[src/rtl/skinny_masked_pkg.sv]
// Shared types and constants for the 2-share masked SKINNY-128-384+ datapath.
// Holds the SubCells FSM encoding, counter widths and the S-box bit-permutation helpers.
package skinny_masked_pkg;

  localparam int NUM_BYTES    = 16;
  localparam int SBOX_LAT_MAX = 15;
  localparam int CNT_W        = $clog2(SBOX_LAT_MAX + 1);
  localparam int IDX_W        = $clog2(NUM_BYTES);

  typedef enum logic [1:0] {
    ST_IDLE  = 2'd0,
    ST_FETCH = 2'd1,
    ST_EVAL  = 2'd2,
    ST_DONE  = 2'd3
  } subcells_state_t;

  // Bit permutation applied between the nonlinear layers of the 8-bit S-box.
  function automatic logic [7:0] sbox_perm8(input logic [7:0] x);
    return {x[2], x[1], x[7], x[6], x[4], x[0], x[3], x[5]};
  endfunction

  // Final swap of bits 1 and 2 after the last nonlinear layer.
  function automatic logic [7:0] sbox_swap8(input logic [7:0] x);
    return {x[7:3], x[1], x[2], x[0]};
  endfunction

endpackage

[src/rtl/skinny_sbox8_isw1_non_pipelined.sv]
// First-order ISW-masked SKINNY 8-bit S-box, two Boolean shares, registered outputs.
// Each of the 8 masked NOR gates consumes one fresh bit of r; inputs must be held stable.
module skinny_sbox8_isw1_non_pipelined
  import skinny_masked_pkg::*;
(
  output logic [7:0] so1,
  output logic [7:0] so0,
  input  logic [7:0] si1,
  input  logic [7:0] si0,
  input  logic [7:0] r,
  input  logic       clk
);

  // ~(a|b) = ~a & ~b; complementing share 0 complements the shared value.
  function automatic logic [1:0] isw_nor(input logic a0, input logic a1,
                                         input logic b0, input logic b1,
                                         input logic rr);
    logic x0;
    logic y0;
    x0 = ~a0;
    y0 = ~b0;
    return {(a1 & b1) ^ ((rr ^ (x0 & b1)) ^ (a1 & y0)), (x0 & y0) ^ rr};
  endfunction

  function automatic logic [15:0] masked_mix(input logic [7:0] a0, input logic [7:0] a1,
                                             input logic [1:0] rr);
    logic [1:0] lo;
    logic [1:0] hi;
    logic [7:0] b0;
    logic [7:0] b1;
    lo = isw_nor(a0[2], a1[2], a0[3], a1[3], rr[0]);
    hi = isw_nor(a0[6], a1[6], a0[7], a1[7], rr[1]);
    b0 = a0;
    b1 = a1;
    b0[0] = a0[0] ^ lo[0];
    b1[0] = a1[0] ^ lo[1];
    b0[4] = a0[4] ^ hi[0];
    b1[4] = a1[4] ^ hi[1];
    return {b1, b0};
  endfunction

  logic [15:0] w_st1;
  logic [15:0] w_st2;
  logic [15:0] w_st3;
  logic [15:0] w_st4;

  assign w_st1 = masked_mix(si0, si1, r[1:0]);
  assign w_st2 = masked_mix(sbox_perm8(w_st1[7:0]), sbox_perm8(w_st1[15:8]), r[3:2]);
  assign w_st3 = masked_mix(sbox_perm8(w_st2[7:0]), sbox_perm8(w_st2[15:8]), r[5:4]);
  assign w_st4 = masked_mix(sbox_perm8(w_st3[7:0]), sbox_perm8(w_st3[15:8]), r[7:6]);

  always_ff @(posedge clk) begin
    so0 <= sbox_swap8(w_st4[7:0]);
    so1 <= sbox_swap8(w_st4[15:8]);
  end

endmodule

[src/rtl/skinny_subcells_isw1_serial.sv]
// Serial masked SubCells: 16 bytes, MSB first, through one ISW-1 S-box.
// Optional randomness handshake (rnd_vld) enabled by SKINNY_SUBCELLS_RND_HS_EN.
//
// state | meaning
// IDLE  | waiting for start; shares latched on acceptance
// FETCH | sample rnd for the next byte (stalls on rnd_vld=0 with handshake)
// EVAL  | hold S-box drive for SBOX_LAT cycles, then collect its outputs
// DONE  | one-cycle done pulse, y0/y1 hold the new result
module skinny_subcells_isw1_serial
  import skinny_masked_pkg::*;
#(
  parameter int SBOX_LAT = 8
) (
  input  logic         clk,
  input  logic         rst,
  input  logic         start,
  input  logic [127:0] s0,
  input  logic [127:0] s1,
  input  logic [7:0]   rnd,
`ifdef SKINNY_SUBCELLS_RND_HS_EN
  input  logic         rnd_vld,
`endif
  output logic         rnd_rd,
  output logic         busy,
  output logic         done,
  output logic [127:0] y0,
  output logic [127:0] y1
);

  localparam logic [CNT_W-1:0] LAT_M1   = CNT_W'(SBOX_LAT - 1);
  localparam logic [IDX_W-1:0] IDX_LAST = IDX_W'(NUM_BYTES - 1);

  subcells_state_t r_state;
  subcells_state_t w_state_nxt;

  logic [127:0]     r_sh0;
  logic [127:0]     r_sh1;
  logic [127:0]     r_res0;
  logic [127:0]     r_res1;
  logic [127:0]     r_y0;
  logic [127:0]     r_y1;
  logic [IDX_W-1:0] r_idx;
  logic [CNT_W-1:0] r_cnt;
  logic [7:0]       r_rnd;
  logic [7:0]       r_si0;
  logic [7:0]       r_si1;
  logic [7:0]       w_so0;
  logic [7:0]       w_so1;
  logic             w_rnd_ok;
  logic             w_eval_end;
  logic             w_last;

`ifdef SKINNY_SUBCELLS_RND_HS_EN
  assign w_rnd_ok = rnd_vld;
`else
  assign w_rnd_ok = 1'b1;
`endif

  assign w_eval_end = (r_state == ST_EVAL) && (r_cnt == LAT_M1);
  assign w_last     = (r_idx == '0);

  always_ff @(posedge clk or posedge rst) begin
    if (rst) r_state <= ST_IDLE;
    else     r_state <= w_state_nxt;
  end

  always_comb begin
    w_state_nxt = r_state;
    unique case (r_state)
      ST_IDLE:  if (start)      w_state_nxt = ST_FETCH;
      ST_FETCH: if (w_rnd_ok)   w_state_nxt = ST_EVAL;
      ST_EVAL:  if (w_eval_end) w_state_nxt = w_last ? ST_DONE : ST_FETCH;
      ST_DONE:                  w_state_nxt = ST_IDLE;
      default:                  w_state_nxt = ST_IDLE;
    endcase
  end

  always_comb begin
    rnd_rd = (r_state == ST_FETCH) && w_rnd_ok;
    busy   = (r_state == ST_FETCH) || (r_state == ST_EVAL);
    done   = (r_state == ST_DONE);
  end

  // y0/y1 are loaded on the edge into DONE so they are valid with the done pulse.
  always_ff @(posedge clk or posedge rst) begin
    if (rst) begin
      r_sh0  <= '0;
      r_sh1  <= '0;
      r_res0 <= '0;
      r_res1 <= '0;
      r_y0   <= '0;
      r_y1   <= '0;
      r_idx  <= '0;
      r_cnt  <= '0;
      r_rnd  <= '0;
      r_si0  <= '0;
      r_si1  <= '0;
    end else begin
      if ((r_state == ST_IDLE) && start) begin
        r_sh0 <= s0;
        r_sh1 <= s1;
        r_idx <= IDX_LAST;
      end
      if (rnd_rd) begin
        r_rnd <= rnd;
        r_si0 <= r_sh0[127:120];
        r_si1 <= r_sh1[127:120];
        r_cnt <= '0;
      end else if (r_state == ST_EVAL) begin
        r_cnt <= r_cnt + 1'b1;
      end
      if (w_eval_end) begin
        r_res0 <= {r_res0[119:0], w_so0};
        r_res1 <= {r_res1[119:0], w_so1};
        r_sh0  <= {r_sh0[119:0], 8'h00};
        r_sh1  <= {r_sh1[119:0], 8'h00};
        if (w_last) begin
          r_y0 <= {r_res0[119:0], w_so0};
          r_y1 <= {r_res1[119:0], w_so1};
        end else begin
          r_idx <= r_idx - 1'b1;
        end
      end
    end
  end

  assign y0 = r_y0;
  assign y1 = r_y1;

  skinny_sbox8_isw1_non_pipelined u_sbox (
    .so1 (w_so1),
    .so0 (w_so0),
    .si1 (r_si1),
    .si0 (r_si0),
    .r   (r_rnd),
    .clk (clk)
  );

endmodule

[config.mk]
export PLATFORM = sky130hd
export DESIGN_NAME = skinny_subcells_isw1_serial
export DESIGN_NICKNAME = d
export VERILOG_FILES = /design/src/rtl/skinny_masked_pkg.sv /design/src/rtl/skinny_sbox8_isw1_non_pipelined.sv /design/src/rtl/skinny_subcells_isw1_serial.sv
export SDC_FILE = /design/constraint.sdc
export NUM_CORES = 2
export LEC_CHECK = 0
export CORE_AREA = 2 2 330 332
export CTS_CLUSTER_DIAMETER = 150
export DETAILED_ROUTE_END_ITERATION = 8
export DIE_AREA = 0 0 332 334
export PLACE_DENSITY = 0.59
export SYNTH_ARGS = -nofsm -noshare
export SYNTH_HDL_FRONTEND = slang
export SYNTH_SLANG_ARGS = --single-unit
[constraint.sdc]
create_clock -name clk -period 65.5 [get_ports clk]
set_clock_uncertainty 0.05 [all_clocks]
set_input_delay 13.1 -clock clk [delete_from_list [all_inputs] [get_ports clk]]
set_output_delay 13.1 -clock clk [all_outputs]
set_load 0.05 [all_outputs]
Yosys cells after proc, flatten, opt, wreduce, memory -nomap -nowiden
Cells that the tools add are included.
{ "word_totals": {"reg_bits": 802, "inputBits": 267, "output_inout_bits": 259, "wordCells": 135} }
{ "op_classes": {"addsub": 2, "eq_ne": 6, "n_mux": 13, "bitwise": 91, "reduce_logical": 9} }
{ "op_table": {"columns": ["operator", "count"], "rows": [
  ["2-to-1 mux 128 bit", 4],
  ["bitwise XOR 1 bit", 48],
  ["bitwise AND 1 bit", 32],
  ["2-to-1 mux 4 bit", 5],
  ["inverter 1 bit", 11],
  ["case mux 2 bit (4 select lines)", 1],
  ["2-to-1 mux 2 bit", 3],
  ["adder 4 x 1 -> 4 bit, second input constant", 1],
  ["== test 2 bit, second input constant", 2],
  ["== test 4 x 3 -> 1 bit, second input constant", 1],
  ["logical NOT 4 bit", 1],
  ["!= test 2 bit, second input constant", 2],
  ["AND reduction 2 bit", 2],
  ["nonzero test 2 bit", 2],
  ["subtractor 4 x 1 -> 4 bit, second input constant", 1],
  ["== test 2 x 1 -> 1 bit, second input constant", 1],
  ["logical AND 1 bit", 2],
  ["logical NOT 2 bit", 1],
  ["logical OR 1 bit", 1]
]} }

Logic depth before layout (Yosys ltp)
{ "depth": {"depth_word": 19, "depth_mapped": 12, "depth_no_buf": 11} }

Hierarchy
A second synthesis with hierarchy kept.
{ "unflattened": {"cells_unflattened": 3149, "hier_area_um2": 33218.1} }
{ "by_module_without_submodules": {"columns": ["mod", "instances", "cells_per_inst", "area_each_um2", "seq_area_each_um2"], "rows": [
  ["skinny_subcells_isw1_serial", 1, 3044, 32247.2, 19668.9],
  ["skinny_sbox8_isw1_non_pipelined", 1, 105, 970.9, 320.3]
]} }

Worst setup path before layout
Ideal clock, no wire load.
{ "synth_timing": {"path_kind": "input-to-reg", "from": "input start", "to": "register r_sh0[10]", "setup_time_ns": 0.082, "t_arrival_ns": 14.157, "required_ns": 65.368, "slack_ns": 51.212, "path_stages": 6, "path_buffers": 3, "path_cell_list": "and2_1 clkbuf_1 clkbuf_1 clkbuf_1 nand2_1 a31oi_1"} }
{ "synth_via": {"elab_chain_cells": 2} }
{ "synth_lines": {"columns": ["element", "line", "source"], "rows": [
  ["start, declared", "skinny_subcells_isw1_serial.sv:16", "input logic start,"],
  ["logical AND 1 bit", "skinny_subcells_isw1_serial.sv:99", "if ((r_state == ST_IDLE) && start) begin"],
  ["nonzero test 2 bit (no source line)", null, null],
  ["end signal, assigned", "skinny_subcells_isw1_serial.sv:115", "r_sh0 <= {r_sh0[119:0], 8'h00};"],
  ["end, declared", "skinny_subcells_isw1_serial.sv:36", "logic [127:0] r_sh0;"]
]} }
No other way between the ends.
A chain may end at the register's enable or synchronous reset.

==> metrics.txt <==
number of setup buffers added after CTS=0; worst setup path class=input pin to async pin; CTS resizes=0; GRT overflow=0; worst-path cell chain=clkdlybuf4s50_1 > inv_8 > buf_4 > buf_12 > buf_4; most frequent cell on the critical path=sky130_fd_sc_hd__buf_4; die height=334 um; setup violation total in the final timing report=0; Required @ worst endpoint=66,160 ps; worst setup slack after layout=49,370 ps; number of flops mapped to enable cells by yosys=0; post-route antenna net violation count=0; horizontal die dimension=332 um; area leader, netlist=sky130_fd_sc_hd__dfrtp_1; Post-layout nets=3,879; setup tns final=0 ps; clk buf depth=3; Setup WS pre-CTS=48,530 ps; number of vias after detailed routing=23,500; Syn-to-layout area delta=29.9%; Worst Hold Slack=386 ps; first-pass GRT wire length=141,000 um; count of mapped cells out of synthesis=3,164; vias in the first global route=23,300; final critical path time including I/O delays and setup=16,130 ps; cell type group with the largest total delay on the critical path=buffers and inverters; number of hold buffers added after CTS=0; IR Drop Worst-Case VDD=0.0000220 V; total number of yosys warnings=0; total cell area at the placement stage=38,600 um2; starting utilization of the core area=0.298; Relative slew margins=0.266; ranking of synthesized cells by area=sky130_fd_sc_hd__dfrtp_1 61%, sky130_fd_sc_hd__nand2_1 15%, sky130_fd_sc_hd__mux2_2 9.8%; average footprint of a synthesized cell=10.1 um2; routed via count divided by cell count=4.61; MaxCap Viol Count=0; Buf+Inv Stages, Crit Path=5; Std-Cell Rows=121; Max stage delay cell, worst path=sky130_fd_sc_hd__buf_4; Highest Clock Rate=62.0 MHz; antenna violations before repair=17; number of sinks driven by the clock tree=802; net count after synthesis=3,438; DRT iter0 DRCs=1,598; type of the worst min-delay path=register to register; CP max stage delay=800 ps; result of the run=completed; master cell of the clock root buffer=sky130_fd_sc_hd__clkbuf_16; maximum number of pins on one net before global-route repair=230; post-DP HPWL=59,800 um; leakage power=20.3 nW; WP data arrival=16,790 ps; sequential fraction of the synthesis area=0.623; Clock Latency Late Sink=660 ps; register bit total from synthesis=802; proportion of synthesized flip-flops having asynchronous set or reset=0.980; area enclosed by the die boundary=111,000 um2; count of fill cells added during filler insertion=10,700; TritonCTS clock tree=built; Setup crit start kind=input pin; Routed WL per cell=17.7 um; standard cell core area=108,000 um2; top cell type's share of synthesized area=0.613; count of input and output buffers=525; actual transition at the worst max-transition pin=1100 ps; maximum fanout along the worst path=175; final routed wirelength across all metal layers=90,500 um; share of the cycle needed by the critical path after routing=0.246; final core utilization=0.387; post-synthesis instance area=32,100 um2; H-tree Lvls=3; ratio of total power to cell area=36.7 nW/um2; detailed-router iteration count before antenna repair=6; final standard cell area without fillers=41,700 um2; routability cong.=0.806; Num CTS Buffers=91; most instantiated flip-flop cell in the synthesis netlist=sky130_fd_sc_hd__dfrtp_1; clock-pin slew on the worst setup and hold paths=60 ps; number of placed I/O pins=526; number of remaining DRC errors=0; fraction of layout instances using a drive strength above 1=0.126; Unique masters post-synth=52; aggregate global-route resource usage=0.162; Fin. Hold Viols=0; kind of capture point of the worst setup path=async pin; final slew viol count=0; unrepaired setup endpoints after global routing=no
==> area by class of cell <==
| class | instances | area, um2 | area share |
|---|---|---|---|
| antenna | 6 | 15.0 | 0.000360 |
| clock buffer | 134 | 2650 | 0.0636 |
| clock inverter | 32 | 399 | 0.00958 |
| inverter | 13 | 56.3 | 0.00135 |
| multi-input combinational | 2149 | 11300 | 0.271 |
| sequential | 802 | 20000 | 0.480 |
| tap | 1414 | 1770 | 0.0425 |
| timing repair buffer | 548 | 5480 | 0.131 |
==> routing by layer <==
layer	wire (um)	up-vias	part of all wire	track usage
met3	5320	129	0.059	0.0419
met5	120	-	0.0013	0
met4	2200	18	0.024	0.0566
met2	41000	519	0.45	0.248
met1	41800	11600	0.46	0.221
li1	-	11300	-	-
==> power breakdown <==
part           switching [mW]  internal (mW)  total, mW
Sequential             0.0699          0.600      0.670
Clock                   0.213          0.306      0.518
Combinational           0.191          0.150      0.342
Total                   0.474           1.06       1.53
==> cells by family after synthesis <==
group,count (synthesis),synth area share
fa+ha+maj,7,0.00273
xor+xnor,29,0.00839
simple gates,1530,0.182
buf+inv,213,0.0250
mux,281,0.0986
compound gates,302,0.0600
flops,802,0.623
==> synth_stat cells, types with 2 or more instances <==
library cell and instances:
sky130_fd_sc_hd__a211oi_1 3, sky130_fd_sc_hd__a21oi_1 29, sky130_fd_sc_hd__a31oi_1 242, sky130_fd_sc_hd__and2_1 3
sky130_fd_sc_hd__and3_1 2, sky130_fd_sc_hd__buf_1 4, sky130_fd_sc_hd__buf_2 2, sky130_fd_sc_hd__clkbuf_1 194
sky130_fd_sc_hd__dfrtp_1 786, sky130_fd_sc_hd__dfxtp_1 16, sky130_fd_sc_hd__ha_1 7, sky130_fd_sc_hd__inv_1 12
sky130_fd_sc_hd__mux2_2 280, sky130_fd_sc_hd__nand2_1 1241, sky130_fd_sc_hd__nand2b_1 2, sky130_fd_sc_hd__nand3_1 5
sky130_fd_sc_hd__nand3b_1 2, sky130_fd_sc_hd__nor2_1 256, sky130_fd_sc_hd__nor3_1 6, sky130_fd_sc_hd__nor3b_1 2
sky130_fd_sc_hd__o211ai_1 2, sky130_fd_sc_hd__o21a_1 2, sky130_fd_sc_hd__o21ai_0 9, sky130_fd_sc_hd__o22ai_1 2
sky130_fd_sc_hd__or2_2 2, sky130_fd_sc_hd__xnor2_1 23, sky130_fd_sc_hd__xnor2_2 2, sky130_fd_sc_hd__xor2_1 4
==> path summary, 6_finish.rpt <==
path	startpoint	to	slack, ps	cells past startpoint
min reg2reg	u_sbox.so0[7]$_DFF_P_	r_res0[7]$_DFFE_PP0P_	390	2
max in group clk	r_state[1]$_DFFE_PP0P_	rnd_rd	49380	3
max	rst	r_sh1[75]$_DFFE_PP0P_	49370	5
min	u_sbox.so0[7]$_DFF_P_	r_res0[7]$_DFFE_PP0P_	390	2
min in group asynchronous	rst	r_sh0[118]$_DFFE_PP0P_	12970	2
max reg2reg	r_state[1]$_DFFE_PP0P_	r_sh1[113]$_DFFE_PP0P_	61560	7
==> tightest hold or removal path, stage by stage, from the launching register on <==
cell and delay [ps]:
sky130_fd_sc_hd__dfxtp_1 310, sky130_fd_sc_hd__nand2_1 50, sky130_fd_sc_hd__nand2_1 40
==> sequential cells by signal, indices dropped and copies added, names as in the netlist, 120 cells and up <==
register	count
r_sh1	128
y0	128
r_sh0	128
r_res0	120
r_res1	120
y1	128
==> stage by stage <==
stage,power (mW),instances
3_5_place_dp,1.03,4926
4_1_cts,1.56,5092
2_1_floorplan,0.919,3164
6_report,1.53,5098
3_3_place_gp,1.02,4926
5_1_grt,1.63,5097
==> placed cells by master, fill, tap and decap left out, types with 3 or more instances in the layout <==
cell type	count
sky130_fd_sc_hd__a211oi_1	3
sky130_fd_sc_hd__clkinv_2	14
sky130_fd_sc_hd__nor2_1	256
sky130_fd_sc_hd__nor3_1	6
sky130_fd_sc_hd__o21ai_0	9
sky130_fd_sc_hd__bufinv_16	6
sky130_fd_sc_hd__xor2_1	4
sky130_fd_sc_hd__ha_1	6
sky130_fd_sc_hd__buf_12	4
sky130_fd_sc_hd__nand3_1	5
sky130_fd_sc_hd__mux2_2	280
sky130_fd_sc_hd__nand2_4	3
sky130_fd_sc_hd__clkbuf_1	23
sky130_fd_sc_hd__buf_4	19
sky130_fd_sc_hd__nand2_1	1238
sky130_fd_sc_hd__inv_1	11
sky130_fd_sc_hd__a21oi_1	29
sky130_fd_sc_hd__a31oi_1	242
sky130_fd_sc_hd__xnor2_1	23
sky130_fd_sc_hd__inv_6	3
sky130_fd_sc_hd__clkbuf_16	92
sky130_fd_sc_hd__clkdlybuf4s50_1	525
sky130_fd_sc_hd__diode_2	6
sky130_fd_sc_hd__dfxtp_1	16
sky130_fd_sc_hd__dfrtp_1	786
sky130_fd_sc_hd__clkbuf_8	19
No activity file was read; power rests on OpenSTA's default activity.
